[src/rtl/prg_loader_pkg.sv]
// Shared definitions for the program loader.
//   state_e        : frame parser states
//   SYNC_BYTE      : frame start marker
//   LEN_ZERO_MEANS : byte count encoded by a length field of zero
//   csum_step      : one step of the 8-bit additive frame checksum
package prg_loader_pkg;

    typedef enum logic [2:0] {
        StIdle,
        StAddrHi,
        StAddrLo,
        StLen,
        StData,
        StCsum,
        StResp
    } state_e;

    localparam logic [7:0]  SYNC_BYTE      = 8'hA5;
    localparam int unsigned LEN_ZERO_MEANS = 256;

    function automatic logic [7:0] csum_step(input logic [7:0] acc, input logic [7:0] b);
        return acc + b;
    endfunction

endpackage

[src/rtl/prg_loader_timeout.sv]
// Mid-frame inactivity timer for the program loader.
//   clk, reset_n : clock, synchronous active-low reset
//   clear        : restart the count from zero (an accepted byte)
//   enable       : count this cycle (a frame is in progress)
//   expire       : TIMEOUT_CYCLES enabled cycles have elapsed since the last clear
// TIMEOUT_CYCLES = 0 removes the counter and expire is tied low.
module prg_loader_timeout #(
    parameter int unsigned TIMEOUT_CYCLES = 1000000
) (
    input  logic clk,
    input  logic reset_n,
    input  logic clear,
    input  logic enable,
    output logic expire
);

    if (TIMEOUT_CYCLES == 0) begin : g_off
        logic unused_inputs;
        assign unused_inputs = ^{clk, reset_n, clear, enable};
        assign expire        = 1'b0;
    end else begin : g_on
        localparam int unsigned CW = (TIMEOUT_CYCLES > 1) ? $clog2(TIMEOUT_CYCLES) : 1;

        logic [CW-1:0] count_q;

        // Fires on the cycle whose edge would complete the TIMEOUT_CYCLES-th idle cycle.
        assign expire = enable && !clear && (count_q == CW'(TIMEOUT_CYCLES - 1));

        always_ff @(posedge clk) begin
            if (!reset_n || clear) begin
                count_q <= '0;
            end else if (enable && !expire) begin
                count_q <= count_q + CW'(1);
            end
        end
    end

endmodule

[src/rtl/prg_loader.sv]
// Byte-stream program loader feeding the program RAM write port.
// Parses frames: A5, addr_hi, addr_lo, len (0 = 256), len data bytes[, checksum].
//   clk, reset_n          : clock, synchronous active-low reset
//   in_data/in_valid      : byte source; in_ready marks the accepting cycle
//   mem_addr/data/we      : RAM write port, one write the cycle after each data byte
//   cpu_hold              : high while a frame is in progress
//   done / err            : one-cycle frame result pulses
//   bytes_written         : saturating count of data bytes written since reset
// Build option: define PRG_LOADER_CHECKSUM_EN to require a trailing checksum byte.
module prg_loader
    import prg_loader_pkg::*;
#(
    parameter int unsigned ADDR_WIDTH     = 8,
    parameter int unsigned DATA_WIDTH     = 8,
    parameter int unsigned TIMEOUT_CYCLES = 1000000
) (
    input  logic                  clk,
    input  logic                  reset_n,
    input  logic [7:0]            in_data,
    input  logic                  in_valid,
    output logic                  in_ready,
    output logic [ADDR_WIDTH-1:0] mem_addr,
    output logic [7:0]            mem_data,
    output logic                  mem_we,
    output logic                  cpu_hold,
    output logic                  done,
    output logic                  err,
    output logic [15:0]           bytes_written
);

    if (DATA_WIDTH != 8) begin : g_bad_data_width
        $error("prg_loader: DATA_WIDTH must be 8");
    end

    state_e                state_q, state_d;
    logic                  in_ready_q, in_ready_d;
    logic [7:0]            addr_hi_q, addr_hi_d;
    logic [ADDR_WIDTH-1:0] ptr_q, ptr_d;
    logic [8:0]            cnt_q, cnt_d;
    logic                  ok_q, ok_d;
    logic                  mem_we_q, mem_we_d;
    logic [ADDR_WIDTH-1:0] mem_addr_q, mem_addr_d;
    logic [7:0]            mem_data_q, mem_data_d;
    logic [15:0]           bw_q, bw_d;

    logic accept;
    logic tmo_enable;
    logic tmo_expire;

    assign accept     = in_valid && in_ready_q;
    assign tmo_enable = (state_q != StIdle) && (state_q != StResp);

    prg_loader_timeout #(
        .TIMEOUT_CYCLES (TIMEOUT_CYCLES)
    ) u_timeout (
        .clk     (clk),
        .reset_n (reset_n),
        .clear   (accept),
        .enable  (tmo_enable),
        .expire  (tmo_expire)
    );

`ifdef PRG_LOADER_CHECKSUM_EN
    logic [7:0] csum_q, csum_d;

    // Running sum of every header and data byte; the checksum byte must bring it to zero.
    always_comb begin
        csum_d = csum_q;
        if (accept) begin
            case (state_q)
                StAddrHi:               csum_d = in_data;
                StAddrLo, StLen, StData: csum_d = csum_step(csum_q, in_data);
                default:                 csum_d = csum_q;
            endcase
        end
    end

    always_ff @(posedge clk) begin
        if (!reset_n) begin
            csum_q <= 8'h00;
        end else begin
            csum_q <= csum_d;
        end
    end
`endif

    always_comb begin
        state_d    = state_q;
        addr_hi_d  = addr_hi_q;
        ptr_d      = ptr_q;
        cnt_d      = cnt_q;
        ok_d       = ok_q;
        mem_we_d   = 1'b0;
        mem_addr_d = mem_addr_q;
        mem_data_d = mem_data_q;
        bw_d       = bw_q;

        case (state_q)
            StIdle: begin
                if (accept && in_data == SYNC_BYTE) begin
                    state_d = StAddrHi;
                end
            end
            StAddrHi: begin
                if (accept) begin
                    addr_hi_d = in_data;
                    state_d   = StAddrLo;
                end
            end
            StAddrLo: begin
                if (accept) begin
                    ptr_d   = ADDR_WIDTH'({addr_hi_q, in_data});
                    state_d = StLen;
                end
            end
            StLen: begin
                if (accept) begin
                    cnt_d   = (in_data == 8'h00) ? 9'(LEN_ZERO_MEANS) : {1'b0, in_data};
                    state_d = StData;
                end
            end
            StData: begin
                if (accept) begin
                    mem_we_d   = 1'b1;
                    mem_addr_d = ptr_q;
                    mem_data_d = in_data;
                    ptr_d      = ptr_q + ADDR_WIDTH'(1);
                    cnt_d      = cnt_q - 9'd1;
                    if (bw_q != 16'hFFFF) begin
                        bw_d = bw_q + 16'd1;
                    end
                    if (cnt_q == 9'd1) begin
`ifdef PRG_LOADER_CHECKSUM_EN
                        state_d = StCsum;
`else
                        state_d = StResp;
                        ok_d    = 1'b1;
`endif
                    end
                end
            end
`ifdef PRG_LOADER_CHECKSUM_EN
            StCsum: begin
                if (accept) begin
                    ok_d    = (csum_step(csum_q, in_data) == 8'h00);
                    state_d = StResp;
                end
            end
`endif
            StResp:  state_d = StIdle;
            default: state_d = StIdle;
        endcase

        if (tmo_expire) begin
            state_d = StResp;
            ok_d    = 1'b0;
        end

        in_ready_d = (state_d != StResp);
    end

    always_ff @(posedge clk) begin
        if (!reset_n) begin
            state_q    <= StIdle;
            in_ready_q <= 1'b0;
            addr_hi_q  <= 8'h00;
            ptr_q      <= '0;
            cnt_q      <= 9'd0;
            ok_q       <= 1'b0;
            mem_we_q   <= 1'b0;
            mem_addr_q <= '0;
            mem_data_q <= 8'h00;
            bw_q       <= 16'h0000;
        end else begin
            state_q    <= state_d;
            in_ready_q <= in_ready_d;
            addr_hi_q  <= addr_hi_d;
            ptr_q      <= ptr_d;
            cnt_q      <= cnt_d;
            ok_q       <= ok_d;
            mem_we_q   <= mem_we_d;
            mem_addr_q <= mem_addr_d;
            mem_data_q <= mem_data_d;
            bw_q       <= bw_d;
        end
    end

    assign in_ready      = in_ready_q;
    assign mem_we        = mem_we_q;
    assign mem_addr      = mem_addr_q;
    assign mem_data      = mem_data_q;
    assign bytes_written = bw_q;
    assign cpu_hold      = (state_q != StIdle);
    assign done          = (state_q == StResp) && ok_q;
    assign err           = (state_q == StResp) && !ok_q;

endmodule

[config.mk]
export PLATFORM = sky130hd
export DESIGN_NAME = prg_loader
export DESIGN_NICKNAME = d
export VERILOG_FILES = /design/src/rtl/prg_loader_pkg.sv /design/src/rtl/prg_loader_timeout.sv /design/src/rtl/prg_loader.sv
export SDC_FILE = /design/constraint.sdc
export NUM_CORES = 1
export LEC_CHECK = 0
export BUFFER_PORTS_ARGS = -buffer_cell sky130_fd_sc_hd__buf_2
export CORE_MARGIN = 2
export CORE_UTILIZATION = 50
export CTS_CLUSTER_SIZE = 16
export DETAILED_ROUTE_END_ITERATION = 12
export GPL_TIMING_DRIVEN = 0
export PLACE_DENSITY = 0.71
export SLEW_MARGIN = 20
export SYNTH_ARGS = -nofsm -noshare
export SYNTH_HDL_FRONTEND = slang
export SYNTH_SLANG_ARGS = --single-unit
[constraint.sdc]
create_clock -name clk -period 4.9 [get_ports clk]
set_clock_uncertainty 0.15 [all_clocks]
set_input_delay 0.735 -clock clk [delete_from_list [all_inputs] [get_ports clk]]
set_output_delay 0.735 -clock clk [all_outputs]
set_load 0.03 [all_outputs]
==> results of run 1 <==
[placed cells by master (no fill, tap or decap), types with 3 or more instances in the layout]
| master | count |
|---|---|
| nand3_1 | 17 |
| a21oi_1 | 40 |
| buf_2 | 53 |
| xnor2_1 | 9 |
| nor3_1 | 12 |
| clkbuf_8 | 9 |
| a22oi_1 | 4 |
| nand2b_1 | 7 |
| a31oi_1 | 3 |
| and3_1 | 6 |
| nor4_1 | 5 |
| clkinv_4 | 3 |
| nor2_1 | 51 |
| mux2i_1 | 8 |
| buf_6 | 3 |
| ha_1 | 5 |
| and2_1 | 4 |
| o21ai_0 | 27 |
| nor3b_1 | 7 |
| nand4_1 | 10 |
| inv_1 | 8 |
| and4_1 | 8 |
| or3_1 | 10 |
| dfxtp_1 | 75 |
| nand2_1 | 67 |
| clkbuf_1 | 9 |
| xor2_1 | 6 |
[cell families after synthesis]
logic type	Yosys count	share of synthesized area [%]
and+or+nand+nor	219	30.3
AOI/OAI and AO/OA	103	17.2
DFF	75	40.6
buffers and inverters	30	4.06
xor gates and xnor gates	16	4.00
muxes	8	2.17
adders and majority gates	5	1.69
[worst max-delay path, delay by kind of cell (launching register included)]
kind	cells	cell delay, ns
buf+inv	2	0.54
flops	1	0.37
simple gates	2	0.29
[stage by stage]
step                      hold WS, ns  area (sq um)
final                           0.303          4280
after CTS                       0.305          4280
after global placement          0.289          4050
after global routing            0.332          4280
after floorplan                 0.291          3690
after detailed placement        0.293          4050
[cell type report]
cell class	instances	area, sq um
fillers	673	2940
repair buffers	47	235
clock buffers	9	124
plain buffers	22	120
clock inverters	7	100
well taps	99	124
inverters	8	30.0
flip-flops and latches	75	1500
multi-input cells	351	2040
[where the power goes]
| group | internal, mW | leakage, nW | switching (mW) | total [mW] |
|---|---|---|---|---|
| Clock | 0.290 | 0.114 | 0.240 | 0.531 |
| Sequential | 0.609 | 0.604 | 0.00102 | 0.610 |
| Combinational | 0.0102 | 0.927 | 0.0272 | 0.0373 |
| Total | 0.910 | 1.64 | 0.269 | 1.18 |
[flip-flops by register name (all words and copies together) (netlist names)]
name                    count
cnt_q                       9
state_q                     3
mem_data                    8
u_timeout.g_on.count_q     20
bytes_written              16
ok_q                        1
ptr_q                       8
mem_we                      1
in_ready                    1
mem_addr                    8
[layer usage]
| layer | up-vias | part of all wire, % | GRT usage, % |
|---|---|---|---|
| met5 | - | 0 | 0 |
| met2 | 86 | 47 | 35.8 |
| li1 | 1762 | - | - |
| met3 | 8 | 4.6 | 2.77 |
| met4 | 0 | 1.3 | 9.10 |
| met1 | 1633 | 47 | 30.4 |
[final timing paths]
path                                     to  cells past startpoint                      start  slack (ns)
hold / removal                  mem_data[0]                      2                mem_data[0]        0.30
setup reg to reg  u_timeout.g_on.count_q[5]                      7  u_timeout.g_on.count_q[0]        2.77
setup / recovery                       done                      4                 state_q[0]        2.47
hold reg to reg                 mem_data[0]                      2                mem_data[0]        0.30
==> flow_summary.json, run 1 <==
{
  "outcome": "finished, final reports clean",
  "slowest_stage": "dfxtp_1",
  "synth_top_area_cell": "dfxtp_1",
  "post-cts-setup-buffers": 0,
  "slew_violations": 0,
  "yosysSeqAreaShare_pct": 40.6,
  "die_x_um": 90.0,
  "grt_overflow": 0,
  "num_antenna_cells": 0,
  "async_reset_ff_share_pct": 0,
  "yosys_register_bits": 75,
  "critPathMaxStageDelay_ns": 0.37,
  "cp.required_ns": 4.01,
  "synth-main-ff-cell": "dfxtp_1",
  "finalHoldViolCount": 0,
  "grt_antenna_before_repair": 0,
  "leakagePower_nw": 1.64,
  "place_ws_ns": 2.50,
  "avgSynthCellArea_sq_um": 8.10,
  "die-area_sq_um": 8090,
  "syn2layout_area_growth_pct": 15.8,
  "setup_slack_ns": 2.47,
  "core_sq_um": 7210,
  "cts_buffers": 9,
  "rsz0062_at_grt": "false",
  "grt_use_total_pct": 22.2,
  "final.setup.tns_ns": 0,
  "power.density_nw_per_um2": 275,
  "critPathKind": "reg -> out",
  "worstSetupEndpointType": "primary output",
  "syn-num-nets": 472,
  "cap_violations": 0,
  "crit_chain": "clkbuf_1 > nor2_1 > and2_1 > buf_2",
  "worst_hold_path_type": "reg -> reg",
  "ctsLongestPathBuffers": 2,
  "yosysMostFrequentCell": "dfxtp_1",
  "wire_per_inst_um": 14.3,
  "vdd_drop_max_v": 0.000169,
  "max_freq_mhz": 412,
  "worstMarginPinSlew_ns": 0.619,
  "utilization_pct": 59.3,
  "initial_core_util_pct": 51.2,
  "grt_max_degree": 15,
  "arrival_ns": 1.54,
  "h-tree-depth": 3,
  "placedCellCount": 602,
  "drive_gt1_share_pct": 16.2,
  "drt_wl_total_mm": 8.87,
  "std_cell_rows": 31,
  "fp.dieH_um": 90.0,
  "grt_pass1_vias": 3123,
  "cts_hold_buf": 0,
  "io_pins": 48,
  "cts_resized": 0,
  "drc_errors": 0,
  "drt_first_pass_iters": 7,
  "ys_warn_count": 0,
  "hpwl_mm": 6.41,
  "io_buffers": 47,
  "nets": 530,
  "synth_top_cell_area_share_pct": 40.6,
  "synth_commonest_cells": "dfxtp_1 (75), nand2_1 (67), nor2_1 (51)",
  "synth_cell_types": 60,
  "cts_tree": "done",
  "synthCells": 456,
  "clk_latency_ns": 0.35,
  "vias_per_cell": 5.65,
  "ant_nets": 0,
  "clk_pin_slew_ns": 0.08,
  "post-route-period-util_pct": 49.5,
  "worstSetupStartpointType": "flip-flop",
  "finalCriticalPeriod_ns": 2.43,
  "fin_cells": 618,
  "vias": 3489,
  "clock_sinks": 75,
  "relSlewSlack_pct": 58.7,
  "grt_pass1_wl_mm": 14.8,
  "yosys-top-cells-area": "dfxtp_1 (41%), nand2_1 (6.8%), a21oi_1 (5.4%)",
  "power_mw": 1.18,
  "setup_viol": 0,
  "globalplace.congestion": 0.856,
  "crit_fanout": 10,
  "synth_edf_count": 0,
  "drtIter0Drc": 183,
  "syn_area_sq_um": 3690,
  "root_buffer": "clkbuf_8"
}
Power figures use the tool's default switching activity.
==> run 2: changes to the inputs <==
--- a/config.mk
+++ b/config.mk
@@ -11,7 +11,7 @@
 export CTS_CLUSTER_SIZE = 16
 export DETAILED_ROUTE_END_ITERATION = 12
 export GPL_TIMING_DRIVEN = 0
-export PLACE_DENSITY = 0.71
+export PLACE_DENSITY = 0.73
 export SLEW_MARGIN = 20
 export SYNTH_ARGS = -nofsm -noshare
 export SYNTH_HDL_FRONTEND = slang
==> constraint.sdc (replaced) <==
create_clock -name clk -period 2 [get_ports clk]
set_clock_uncertainty 0.15 [all_clocks]
set_input_delay 0.3 -clock clk [delete_from_list [all_inputs] [get_ports clk]]
set_output_delay 0.3 -clock clk [all_outputs]
set_load 0.03 [all_outputs]
==> flow_summary.json, run 2 (synthesized netlist as in run 1, its figures left out) <==
{
  "slew_violations": 0,
  "cts_tree": "done",
  "drt_first_pass_iters": 5,
  "drive_gt1_share_pct": 21.8,
  "clk_pin_slew_ns": 0.09,
  "vdd_drop_max_v": 0.000376,
  "fin_cells": 627,
  "met1_usage_pct": 29.7,
  "multi_input_area_sq_um": 2130,
  "relSlewSlack_pct": 57.2,
  "grt_use_total_pct": 23.0,
  "worstMarginPinSlew_ns": 0.642,
  "post-route-period-util_pct": 100,
  "grt_pass1_wl_mm": 15.3,
  "vias_per_cell": 5.71,
  "cts_hold_buf": 0,
  "cts_buffers": 9,
  "num_antenna_cells": 0,
  "die-area_sq_um": 8090,
  "io_buffers": 47,
  "crit_fanout": 5,
  "cap_violations": 0,
  "rr_endpoint": "bytes_written[6]",
  "final.setup.tns_ns": 0,
  "worstSetupEndpointType": "flip-flop",
  "rsz0062_at_grt": "true",
  "cp.required_ns": 2.09,
  "worstSetupStartpointType": "flip-flop",
  "r2r_slack_ns": 0.0006,
  "syn2layout_area_growth_pct": 20.1,
  "arrival_ns": 2.09,
  "power.density_nw_per_um2": 624,
  "drtIter0Drc": 169,
  "initial_core_util_pct": 51.2,
  "final_common_cell": "dfxtp_1",
  "seqCellArea_sq_um": 1520,
  "finalHoldViolCount": 0,
  "hold_end": "mem_data[6]",
  "grt_overflow": 0,
  "grt_util_met3_pct": 6.20,
  "vias": 3582,
  "hp-start": "in_data[6]",
  "drt_wl_total_mm": 9.24,
  "core_sq_um": 7210,
  "placedCellCount": 602,
  "finalCriticalPeriod_ns": 2.00,
  "clk_latency_ns": 0.36,
  "r2r_start": "bytes_written[0]",
  "grt_use_met2_pct": 38.1,
  "grt_antenna_before_repair": 0,
  "rr_worst_depth": 8,
  "leakagePower_nw": 1.71,
  "ant_nets": 0,
  "fp.dieH_um": 90.0,
  "worstHoldPathCells": 3,
  "setup_viol": 0,
  "fillCellCount": 677,
  "worst_hold_path_type": "in -> reg",
  "wire_per_inst_um": 14.7,
  "die_x_um": 90.0,
  "ctsLongestPathBuffers": 2,
  "largest_reg_flops": 20,
  "grt_busiest_layer": "met2",
  "outcome": "finished, final reports clean",
  "io_pins": 48,
  "critPathKind": "reg -> reg",
  "hpwl_mm": 6.32,
  "std_cell_rows": 31,
  "root_buffer": "clkbuf_8",
  "grt_pass1_vias": 3204,
  "final_cell_mix": "dfxtp_1 (68), nand2_1 (65), buf_2 (52)",
  "clock_sinks": 75,
  "globalplace.congestion": 0.865,
  "drc_errors": 0,
  "h-tree-depth": 3,
  "max_freq_mhz": 500,
  "largest_register": "u_timeout.g_on.count_q",
  "grt_max_degree": 15,
  "nets": 539
}
==> run 2: repair_timing <==
action	in CTS	in global routing
cloned	0	1
gates resized for setup	12	23
setup buffers	1	7
setup endpoints to repair	12	51
pin swaps	2	10
==> run 2: worst max path at each step <==
| stage | start | end | cells past startpoint | slack, ns |
|---|---|---|---|---|
| detailed placement | u_timeout.g_on.count_q[0] | u_timeout.g_on.count_q[5] | 7 | -0.1 |
| CTS | bytes_written[0] | bytes_written[7] | 6 | 0.002 |
| global placement | u_timeout.g_on.count_q[0] | u_timeout.g_on.count_q[5] | 7 | -0.07 |
| finish | bytes_written[0] | bytes_written[6] | 8 | 0.0006 |
| global route | bytes_written[0] | bytes_written[6] | 8 | -0.06 |
| floorplan | bytes_written[8] | bytes_written[7] | 5 | 0.03 |
==> run 2: worst max-delay path: stages (launching register included) <==
cell,delay (ns)
dfxtp_2,0.36
ha_1,0.23
nand4_1,0.11
buf_4,0.16
nor4_4,0.05
buf_4,0.16
nor4b_1,0.45
xnor2_1,0.17
nor2_1,0.05
==> run 2: layer usage <==
| layer | share of wire, % | vias to the layer above |
|---|---|---|
| li1 | - | 1771 |
| met1 | 44 | 1698 |
| met2 | 49 | 99 |
| met3 | 5.5 | 14 |
| met4 | 1.5 | 0 |
| met5 | 0 | - |
==> run 2: where the power goes <==
part           internal, mW  total [mW]  leakage [nW]  switching, mW
clock                 0.585        1.18         0.104          0.599
sequential             1.49        1.49         0.608        0.00260
combinational        0.0255      0.0950         0.993         0.0695
total                  2.10        2.77          1.71          0.671
==> run 2: layout make-up <==
type | instances | share of cell area (%)
Multi-Input combinational cell | 351 | 48.0
Sequential cell | 75 | 34.2
Timing Repair Buffer | 56 | 6.82
Buffer | 22 | 3.04
Clock buffer | 9 | 2.79
Tap cell | 99 | 2.79
Clock inverter | 7 | 1.69
Inverter | 8 | 0.677
==> run 2: stage by stage <==
stage | worst slack, ns | hold WS, ns | utilization, % | total power, mW | cell area, sq um
global placement | -0.0692 | 0.288 | 56.2 | 1.62 | 4060
global route | -0.0589 | 0.0438 | 61.5 | 2.87 | 4440
finish | 0.000604 | 0.0547 | 61.5 | 2.77 | 4440
floorplan | 0.0312 | 0.286 | - | 1.58 | 3700
detailed placement | -0.0955 | 0.293 | 56.2 | 1.62 | 4060
CTS | 0.00230 | 0.0374 | 59.8 | 2.79 | 4310
==> run 3: changes to the inputs <==
--- a/config.mk
+++ b/config.mk
@@ -10,7 +10,7 @@
 export CORE_UTILIZATION = 50
 export CTS_CLUSTER_SIZE = 16
 export DETAILED_ROUTE_END_ITERATION = 12
-export GPL_TIMING_DRIVEN = 0
+export GPL_TIMING_DRIVEN = 1
 export PLACE_DENSITY = 0.73
 export SLEW_MARGIN = 20
 export SYNTH_ARGS = -nofsm -noshare
==> flow_summary.json, run 3 (synthesized netlist as in run 1, its figures left out) <==
{
  "outcome": "finished, final reports clean",
  "drt_wl_total_mm": 8.46,
  "ant_nets": 0,
  "nets": 538,
  "power.density_nw_per_um2": 622,
  "vdd_drop_max_v": 0.000410,
  "crit_fanout": 10,
  "initial_core_util_pct": 51.2,
  "grt_use_total_pct": 21.7,
  "post-route-period-util_pct": 95.6,
  "rr_worst_depth": 6,
  "rsz0062_at_grt": "false",
  "cts_hold_buf": 0,
  "switching_share_pct": 23.3,
  "grt_antenna_before_repair": 0,
  "num_antenna_cells": 0,
  "switchingPower_mw": 0.641,
  "clock_sinks": 75,
  "hpwl_mm": 6.11,
  "die_x_um": 90.0,
  "globalplace.congestion": 0.859,
  "clk_pin_slew_ns": 0.08,
  "drtIter0Drc": 213,
  "worst_hold_path_type": "in -> reg",
  "setup_viol": 0,
  "cp.required_ns": 2.14,
  "p_int_mw": 2.11,
  "final.setup.tns_ns": 0,
  "worstMarginPinSlew_ns": 0.454,
  "drive_gt1_share_pct": 21.3,
  "crit_chain": "ha_1 > and4_1 > and4_4 > a21o_4 > or4_4 > a21oi_2",
  "relSlewSlack_pct": 69.4,
  "slew_violations": 0,
  "clkPwrFrac_pct": 42.1,
  "hold_ws_ns": 0.0566,
  "ctsLongestPathBuffers": 2,
  "final_common_cell": "dfxtp_1",
  "largest_register": "u_timeout.g_on.count_q",
  "largest_reg_flops": 20,
  "finalHoldViolCount": 0,
  "slowest_stage": "or4_4",
  "vias": 3477,
  "arrival_ns": 2.05,
  "core_sq_um": 7210,
  "io_buffers": 47,
  "root_buffer": "clkbuf_8",
  "grt_overflow": 0,
  "wire_per_inst_um": 13.5,
  "vias_per_cell": 5.55,
  "grt_pass1_wl_mm": 14.7,
  "grt_pass1_vias": 3274,
  "die-area_sq_um": 8090,
  "cap_violations": 0,
  "std_cell_rows": 31,
  "io_pins": 48,
  "grt_max_degree": 23,
  "critPathKind": "reg -> reg",
  "finalCriticalPeriod_ns": 1.91,
  "seq_power_share_pct": 54.4,
  "critPathMaxStageDelay_ns": 0.42,
  "cts_buffers": 9,
  "h-tree-depth": 3,
  "drt_first_pass_iters": 5,
  "worstSetupEndpointType": "flip-flop",
  "clk_latency_ns": 0.35,
  "combPwrFrac_pct": 3.5,
  "worstHoldPathCells": 3,
  "max_freq_mhz": 523,
  "cts_tree": "done",
  "syn2layout_area_growth_pct": 19.5,
  "leakagePower_nw": 1.71,
  "fp.dieH_um": 90.0,
  "worstSetupStartpointType": "flip-flop",
  "drc_errors": 0,
  "final_cell_mix": "dfxtp_1 (71), nand2_1 (67), nor2_1 (49)"
}
run 3: final cells by class:
cell class | count | area (sq um)
multi-input cells | 351 | 2080
well taps | 99 | 124
clock buffers | 11 | 131
flip-flops and latches | 75 | 1510
inverters | 8 | 30.0
clock inverters | 5 | 62.6
fillers | 658 | 2800
repair buffers | 77 | 475
run 3: final timing paths:
| kind | from | to | slack (ns) |
|---|---|---|---|
| worst max-delay path | u_timeout.g_on.count_q[0] | u_timeout.g_on.count_q[6] | 0.09 |
| worst min-delay path | in_data[1] | mem_data[1] | 0.06 |
| worst max register to register | u_timeout.g_on.count_q[0] | u_timeout.g_on.count_q[6] | 0.09 |
| worst min register to register | mem_addr[1] | mem_addr[1] | 0.30 |
run 3: stage by stage:
step	instances	utilization, %	total power [mW]	worst slack (ns)	instance area (sq um)
2_1_floorplan	456	-	1.58	0.0312	3700
3_3_place_gp	608	57.6	1.62	0.0573	4160
3_5_place_dp	608	57.6	1.62	-0.0153	4160
4_1_cts	624	60.4	2.77	0.0206	4360
5_1_grt	626	61.2	2.85	0.00755	4410
6_report	626	61.2	2.75	0.0884	4410
run 3: repair_timing:
item | CTS | global route
endpoints found under the setup margin | 1 | 17
pin swaps | 0 | 3
buffers inserted | 0 | 2
resized for setup | 1 | 12
run 3: worst max-delay path: cells and delay by family, from the launching register on:
family,cells,cell delay [ns]
AO/OA/AOI/OAI,2,0.34
adder cells (fa/ha/maj),1,0.21
flip-flops,1,0.32
AND/OR/NAND/NOR,3,0.84
run 3: routing by layer:
| metal | up-vias | GRT usage (%) | wire, um |
|---|---|---|---|
| met5 | - | 0 | 0 |
| met4 | 0 | 7.82 | 89 |
| met3 | 8 | 3.35 | 314 |
| met2 | 52 | 37.9 | 4180 |
| met1 | 1642 | 27.2 | 3880 |
| li1 | 1775 | - | - |
run 3: power groups by stage:
| stage | Clock [mW] | Sequential [mW] | Combinational, mW |
|---|---|---|---|
| after floorplan | 0 | 1.53 | 0.0475 |
| after global placement | 0 | 1.53 | 0.0931 |
| after detailed placement | 0 | 1.53 | 0.0940 |
| after CTS | 1.19 | 1.49 | 0.0945 |
| after global routing | 1.25 | 1.49 | 0.106 |
| final | 1.16 | 1.49 | 0.0956 |
